## src/rtl/sprite_rom_arbiter.sv

```systemverilog
// Round-robin arbiter sharing one single-port sprite ROM among NUM_REQ pixel requesters.
// Converts (x,y) to a linear address and returns the ROM word tagged with the requester id.
module sprite_rom_arbiter #(
  parameter int unsigned       NUM_REQ     = 3,
  parameter int unsigned       SPR_W       = 40,
  parameter int unsigned       SPR_H       = 40,
  parameter int unsigned       COORD_W     = 6,
  parameter int unsigned       ADDR_W      = 11,
  parameter int unsigned       DATA_W      = 16,
  parameter logic [DATA_W-1:0] TRANSPARENT = '0
) (
  input  logic                       clka,
  input  logic                       rsta,
  input  logic                       en,
  input  logic [NUM_REQ-1:0]         req,
  input  logic [NUM_REQ*COORD_W-1:0] req_x,
  input  logic [NUM_REQ*COORD_W-1:0] req_y,
  output logic [NUM_REQ-1:0]         gnt,
  output logic [ADDR_W-1:0]          rom_addr,
  input  logic [DATA_W-1:0]          rom_dout,
  output logic                       rd_valid,
  output logic [1:0]                 rd_id,
  output logic [DATA_W-1:0]          rd_data
);

  localparam int unsigned ID_W  = 2;
  localparam int unsigned LIN_W = 32;

  logic [COORD_W-1:0] xs [NUM_REQ];
  logic [COORD_W-1:0] ys [NUM_REQ];

  logic [ID_W-1:0]    ptr;
  logic               any_req_c;
  logic [ID_W-1:0]    win_c;
  logic [ID_W-1:0]    ptr_nxt_c;
  logic [NUM_REQ-1:0] gnt_c;
  logic [COORD_W-1:0] win_x_c;
  logic [COORD_W-1:0] win_y_c;
  logic               oob_c;
  logic [LIN_W-1:0]   lin_c;

  logic               s0_valid;
  logic [ID_W-1:0]    s0_id;
  logic               s0_oob;
  logic               s1_valid;
  logic [ID_W-1:0]    s1_id;
  logic               s1_oob;

  for (genvar i = 0; i < NUM_REQ; i++) begin : g_unpack
    assign xs[i] = req_x[i*COORD_W +: COORD_W];
    assign ys[i] = req_y[i*COORD_W +: COORD_W];
  end

  // First pending requester at or after the pointer, wrapping modulo NUM_REQ.
  always_comb begin
    logic [ID_W-1:0] idx;
    any_req_c = 1'b0;
    win_c     = '0;
    idx       = '0;
    for (int unsigned k = 0; k < NUM_REQ; k++) begin
      idx = ID_W'((LIN_W'(ptr) + k) % NUM_REQ);
      if (!any_req_c && req[idx]) begin
        any_req_c = 1'b1;
        win_c     = idx;
      end
    end
  end

  // Winner decode, pointer advance and coordinate-to-address conversion.
  always_comb begin
    gnt_c     = NUM_REQ'(1) << win_c;
    ptr_nxt_c = (win_c == ID_W'(NUM_REQ - 1)) ? '0 : win_c + ID_W'(1);
    win_x_c   = xs[win_c];
    win_y_c   = ys[win_c];
    oob_c     = (LIN_W'(win_x_c) >= SPR_W) || (LIN_W'(win_y_c) >= SPR_H);
    lin_c     = LIN_W'(win_y_c) * SPR_W + LIN_W'(win_x_c);
  end

  // Stage 0: grant, pointer update, address issue; an out-of-bounds read keeps the old address.
  always_ff @(posedge clka or posedge rsta) begin
    if (rsta) begin
      gnt      <= '0;
      ptr      <= '0;
      rom_addr <= '0;
      s0_valid <= 1'b0;
      s0_id    <= '0;
      s0_oob   <= 1'b0;
    end else begin
      gnt      <= '0;
      s0_valid <= 1'b0;
      if (en && any_req_c) begin
        gnt      <= gnt_c;
        ptr      <= ptr_nxt_c;
        s0_valid <= 1'b1;
        s0_id    <= win_c;
        s0_oob   <= oob_c;
        if (!oob_c) begin
          rom_addr <= ADDR_W'(lin_c);
        end
      end
    end
  end

  // Stage 1: ROM samples rom_addr; transaction tag follows it.
  always_ff @(posedge clka or posedge rsta) begin
    if (rsta) begin
      s1_valid <= 1'b0;
      s1_id    <= '0;
      s1_oob   <= 1'b0;
    end else begin
      s1_valid <= s0_valid;
      s1_id    <= s0_id;
      s1_oob   <= s0_oob;
    end
  end

  // Stage 2: capture ROM output, substituting the transparent colour when out of bounds.
  always_ff @(posedge clka or posedge rsta) begin
    if (rsta) begin
      rd_valid <= 1'b0;
      rd_id    <= '0;
      rd_data  <= '0;
    end else begin
      rd_valid <= s1_valid;
      if (s1_valid) begin
        rd_id   <= s1_id;
        rd_data <= s1_oob ? TRANSPARENT : rom_dout;
      end
    end
  end

endmodule
```

## config.mk

```make
export PLATFORM = sky130hd
export DESIGN_NAME = sprite_rom_arbiter
export DESIGN_NICKNAME = d
export VERILOG_FILES = /design/src/rtl/sprite_rom_arbiter.sv
export SDC_FILE = /design/constraint.sdc
export NUM_CORES = 1
export LEC_CHECK = 0
export CELL_PAD_IN_SITES_DETAIL_PLACEMENT = 0
export CELL_PAD_IN_SITES_GLOBAL_PLACEMENT = 1
export CORE_MARGIN = 8
export CORE_UTILIZATION = 35
export CTS_BUF_LIST = sky130_fd_sc_hd__clkbuf_8
export CTS_CLUSTER_SIZE = 20
export DETAILED_ROUTE_END_ITERATION = 16
export PLACE_DENSITY_LB_ADDON = 0.1
export SKIP_CTS_REPAIR_TIMING = 1
export SLEW_MARGIN = 15
export SYNTH_ARGS = -nofsm -noshare
export SYNTH_HDL_FRONTEND = slang
export SYNTH_SLANG_ARGS = --single-unit
```

## constraint.sdc

```tcl
create_clock -name clka -period 4.8 [get_ports clka]
set_clock_uncertainty 0.15 [all_clocks]
set_input_delay 0.96 -clock clka [delete_from_list [all_inputs] [get_ports clka]]
set_output_delay 0.96 -clock clka [all_outputs]
set_load 0.05 [all_outputs]
```

# Yosys cells after proc, flatten, opt, wreduce, memory -nomap -nowiden
# Index checks and enable logic that the tools add are counted.
dict set report word_totals {
  output_inout_bits 33
  regBits 43
  mem_bits_rw 0
  elab_cells 59
  latchBits 0
  in_bits 58
  mem_bits_ro 0
  n_memories 0
}
dict set report op_classes {
  magnitude_cmp 6
  mul 1
  div 3
  n_eq_ne 1
  add_sub_neg 4
  shift 1
  bitwise 2
  n_mux 22
  reduce_logical 7
}
# operator count
set op_table {}
lappend op_table {{$mod A32 B2 Y32 const B} 2}
lappend op_table {{$mod A2 B2 Y32 const B} 1}
lappend op_table {{$bmux W6 S2} 2}
lappend op_table {{$mux W6} 4}
lappend op_table {{$mux W16} 1}
lappend op_table {{$ge A6 B6 Y1 const B} 2}
lappend op_table {{$add A11 B6 Y11} 1}
lappend op_table {{$lt A2 B3 Y1 const B} 3}
lappend op_table {{$mul A6 B3 Y8 const B} 1}
lappend op_table {{$mux W2} 4}
lappend op_table {{$mux W1} 7}
lappend op_table {{$bmux W1 S2} 3}
lappend op_table {{$add A2 B1 Y3 const B} 1}
lappend op_table {{$add A2 B2 Y3 const B} 1}
lappend op_table {{$ge A3 B3 Y1 const B} 1}
lappend op_table {{$logic_and A1 B1 Y1} 3}
lappend op_table {{$mux W3} 1}
lappend op_table {{$not A2 Y3} 1}
lappend op_table {{$shl A1 B2 Y3 const A} 1}
lappend op_table {{$add A2 B1 Y2 const B} 1}
lappend op_table {{$eq A2 B2 Y1 const B} 1}
lappend op_table {{$logic_not A1 Y1} 2}
lappend op_table {{$reduce_and A2 Y1} 1}
lappend op_table {{$logic_or A1 B1 Y1} 1}
lappend op_table {{$not A1 Y1} 1}

# Depth between registers and ports, before layout
dict set report logic_depth {
  word_depth 18
  depth_mapped 21
  mapped_depth_nobuf 19
}

# Worst setup path before layout
# OpenSTA, ideal clock, no wires.
dict set report synth_timing {
  path_type {in2reg}
  start {input req[2]}
  end {register rom_addr[10]}
  path_slack_ns 0.166
  t_arrival_ns 4.362
  setup_time_ns 0.121
  required_time_ns 4.529
  n_path_buf 0
  cell_stages 17
  cell_sequence {or3b_1 -> a21bo_1 -> a31o_2 -> nand2_1 -> mux2i_1 -> nor2_1 -> a21oi_1 -> xor2_1 -> ha_1 -> fa_1 -> nand2_1 -> nor2_1 -> nand3_1 -> xor2_1 -> o21ai_0 -> mux2_2 -> o22a_1}
}
dict set report synth_via {
  elab_chain_len 17
  elab_cells_between_ends 31
  cone_classes {add/sub (1); mul (1); order compare (2); mux (18); bitwise (2); reduce/logical (7)}
}
# item line_no
set synth_lines {}
lappend synth_lines {{start: declaration} 15} ;# input logic [NUM_REQ-1:0] req,
lappend synth_lines {{parallel branches: the longest is 17 deep, another holds $bmux W6 S2} n/a}
lappend synth_lines {{end signal: assignment} 98} ;# rom_addr <= ADDR_W'(lin_c);
lappend synth_lines {{end: declaration} 19} ;# output logic [ADDR_W-1:0] rom_addr,
# Parallel ways; which one is timed is not known. The select of a mux whose other input is x is not followed.
# A chain may end at the register's enable or synchronous reset.

# Worst setup path after layout
dict set report layout_timing {
  start {register ptr[0]}
  end {register rom_addr[10]}
}
dict set report layout_via {
  elab_chain_len 18
  elab_cells_between_ends 36
  cone_classes {add/sub (3); mul (1); div (3); order compare (2); mux (18); bitwise (2); reduce/logical (7)}
}
# item line_no
set layout_lines {}
lappend layout_lines {{start: declaration} 32} ;# logic [ID_W-1:0] ptr;
lappend layout_lines {{start signal: assignment} 93} ;# ptr <= ptr_nxt_c;
lappend layout_lines {{parallel branches: the longest is 18 deep, another holds $mod A32 B2 Y32} n/a}
# Parallel ways; which one is timed is not known. The select of a mux whose other input is x is not followed.

==> impl_summary.md <==
Status
The flow ran to the end, and the final reports show no timing, DRC or antenna violations.

Final layout
The most common cell after layout, fill and taps aside is sky130_fd_sc_hd__clkdlybuf4s50_1. The area growth from synthesis to layout is 54.92%. The antenna diode instance count is 0.

The library cells used most frequently in the layout, excluding fill and tap cells, are sky130_fd_sc_hd__clkdlybuf4s50_1 (87), sky130_fd_sc_hd__dfrtp_1 (43), sky130_fd_sc_hd__buf_4 (38). The layout cell share with drive strength beyond 1 is a little over a fifth. The final net count is ~470.

Worst setup path
The start point of the critical path is ptr[0]. The setup path with the least slack is of type reg -> reg. The worst register-to-register path has a depth of 19.

STA puts the critical path data required time at ~4.8 ns. The maximum net fanout on the critical path is 8. Data on the critical path arrives at its endpoint at around 4.5 ns. The combined buffer and inverter count along the critical path is 2. Counting stages on the worst path, the most repeated cell is sky130_fd_sc_hd__ha_1. Traced cell by cell, the critical path runs through inv_1, ha_1, or3b_1, a21bo_1, a31o_4, nand2_4, mux2i_4, a2bb2oi_4, inv_2, ha_1, ha_2, fa_1, nand2_1, nor2_2, nand3_2, xor2_2, o21ai_1, mux2_2, o22a_1.

The kind of cell with the highest combined delay on the critical path is adder cells. In this run the worst setup path terminates at rom_addr[10]. The beginning of the worst register-to-register path is ptr[0]. The reg-to-reg endpoint is rom_addr[10]. The endpoint class of the critical path is a flop.

The worst setup path is launched from a flop. The cell depth of the worst setup path is 19. The critical-path cell with the highest stage delay is sky130_fd_sc_hd__fa_1. In this design, the stage delay of the slowest critical-path cell is around 0.52 ns. For flop-to-flop paths, the worst setup slack is 0.31 ns.

Yosys
The library cell occupying the most area in the post-synthesis netlist is sky130_fd_sc_hd__dfrtp_1. After synthesis, the share of flip-flops with an asynchronous set or reset is 100.0%. The synthesized flop and latch total is 43. The number of standard cells after synthesis is 274. Of the synthesized area, sequential elements account for roughly two fifths. The netlist area before placement is 2656 µm². Summed over its instances, the top area cell type makes up approximately two fifths of the synthesized netlist area.

The count of distinct cell types in the synthesized netlist is 54. The mean cell area of the mapped netlist is around 9.7 µm². For this run, the number of Yosys warnings is 0. In the post-synthesis netlist, the biggest area contributors are sky130_fd_sc_hd__dfrtp_1 (41%), sky130_fd_sc_hd__o21ai_0 (5.8%), sky130_fd_sc_hd__ha_1 (5.7%). The most used flip-flop cell after synthesis is sky130_fd_sc_hd__dfrtp_1. Counting every net in the synthesized netlist gives about 350. The synthesized design contains 0 enable-type register cells.

Die
The initial utilization of the core area, before any placement, comes to between 30% and 40%. The die is between 100 and 150 µm wide. The die covers approximately 11000 µm².

The core region is approximately 7300 µm². The number of core rows is 31. The die is slightly above 100 µm tall.

The I/O pin total is 91.

Place
Buffers placed on the I/O ports in this run total 90. Detailed placement ended at an HPWL of 5730 µm. The placer congestion estimate is 0.8301.

CTS
The tree is rooted in a sky130_fd_sc_hd__clkbuf_8. The register clock-pin slew on the reported worst setup and hold paths is 0.08 ns. The latest clock arrival within the worst-skew pair is approximately 0.29 ns. For this design, the sink count on the clock tree is 43.

Counting the buffers created by CTS gives 5. The TritonCTS clock tree is yes. The H-tree was split into 2 levels. The clock passes through at most 2 buffers.

Timing
The achievable frequency is about 220 MHz. The time the final worst path needs with I/O delays and setup is about 4.5 ns. Dividing the final minimum period by the clock period gives between 90 and 100%. The setup-violating endpoint count in the final report is 0. Across all hold checks on the routed design, the worst slack comes to between 0.2 and 0.25 ns.

Setup repair after global routing left no endpoint under its margin. The final hold violation count is 0. The setup TNS is 0 ns.

For the pin with the worst max-slew slack, the measured transition is about 1.1 ns. The count of final max-slew check failures is 0. The worst max-slew margin expressed relative to the limit is between 20% and 30%.

Power and ir drop
The total power is 3.388 mW. The internal power of the cells totals about 1.8 mW. IR analysis of the VDD net gives a maximum drop of between 0.3 and 0.4 mV.

Registers are responsible for 18.4% of the overall power. The clock group share of total power is about 6.3%. The share of total power in combinational logic is 75.4%. Dividing total power by cell area gives a power density of 823.3 nW/µm². The net switching power is 1.547 mW. For this design the static power due to leakage is approximately 1.8 nW.

The switching share of total power is a little under half.

Detailed routing
The ratio of routed vias to standard cells is between 4 and 5. For this block, the via count after detailed routing is ~2300. The final antenna-violating net count is 0. The total routed wirelength is 7005 µm. The pre-antenna-repair detailed-routing pass consisted of 4 iterations.

Dividing the detail-routed wire length by the instance count gives roughly 14 µm. The final routed DRC violation total is 0. For this block, the initial DRC count from the detailed router was 62.

Worst hold path
The worst min-delay path class is reg -> reg.

Global route
The maximum number of pins on one net before global-route repair is 44. Global routing finished with a remaining overflow of 0. The number of global-route vias before repair was between 2000 and 2500. The first-pass GRT wire length is 11140 µm. The global-route total usage across every layer is around an eighth. The initial antenna violation count came to 0.

Run
The tool flagged a number of max-cap violations equal to 0.
==> kinds of logic (layout without fill, tap and decap cells) <==
family,count (synthesis),count (layout),synth area share [%]
AO/OA/AOI/OAI,71,71,18.14
XOR/XNOR,12,12,3.957
adder cells (fa/ha/maj),14,14,7.160
buffers and inverters,37,163,5.606
flip-flops,43,43,40.51
multiplexers,23,23,10.46
AND/OR/NAND/NOR,74,74,14.18
==> per-layer routing <==
| layer | global-route usage (%) | up-vias | routed length, µm |
|---|---|---|---|
| met5 | 0 | - | 0 |
| met4 | 3.671 | 0 | 78 |
| met3 | 3.916 | 7 | 628 |
| met2 | 21.19 | 77 | 3082 |
| met1 | 16.79 | 1049 | 3216 |
| li1 | - | 1190 | - |
==> layout make-up <==
| type | instances | area (µm²) |
|---|---|---|
| well taps | 99 | 123.9 |
| clock inverters | 3 | 12.51 |
| clock buffers | 5 | 68.82 |
| multi-input cells | 194 | 1539 |
| repair buffers | 128 | 1194 |
| fillers | 683 | 3177 |
| flip-flops and latches | 43 | 1076 |
| inverters | 27 | 101.3 |
==> Yosys cell counts, drive strengths merged (2+ instances only) <==
master,count
nor4b,2
nand2b,4
xnor2,6
a31oi,2
nor2,10
nor2b,5
a21bo,2
nand3,2
o22ai,3
mux2i,9
clkbuf,7
fa,2
and2,5
o31ai,2
mux2,14
o21a,4
a21oi,9
a21o,4
o21ai,32
dfrtp,43
nand2,35
nand3b,4
buf,3
ha,12
xor2,6
inv,27
==> power by group through the flow <==
stage	Clock (mW)	Combinational (mW)	Sequential, mW
final	0.212	2.55	0.622
after global routing	0.237	2.80	0.644
after CTS	0.220	2.48	0.626
after detailed placement	0	2.47	0.633
after global placement	0	2.45	0.625
after floorplan	0	1.21	1.02
==> worst min path at each step <==
stage | startpoint | endpoint | cells past startpoint
global route | s0_valid | s1_valid | 0
CTS | s0_valid | s1_valid | 0
detailed placement | s0_valid | s1_valid | 0
finish | s0_valid | s1_valid | 0
global placement | s0_valid | s1_valid | 0
floorplan | s0_valid | s1_valid | 0
==> flip-flops by register name (all words and copies together) (netlist names) <==
signal    cells
s0_id         2
s0_valid      1
gnt           3
rd_data      16
rom_addr     11
rd_valid      1
s1_oob        1
rd_id         2
s0_oob        1
ptr           2
s1_id         2
s1_valid      1
==> through the flow <==
step	std cells	cell area [µm²]	worst slack, ns	util [%]
floorplan	274	2656	0.1664	-
global placement	489	3908	-0.3312	53.59
detailed placement	489	3908	-0.4534	53.59
CTS	497	3989	-0.1496	54.70
global route	499	4115	0.03430	56.43
finish	499	4115	0.3122	56.43
No activity file was read; power rests on OpenSTA's default activity.
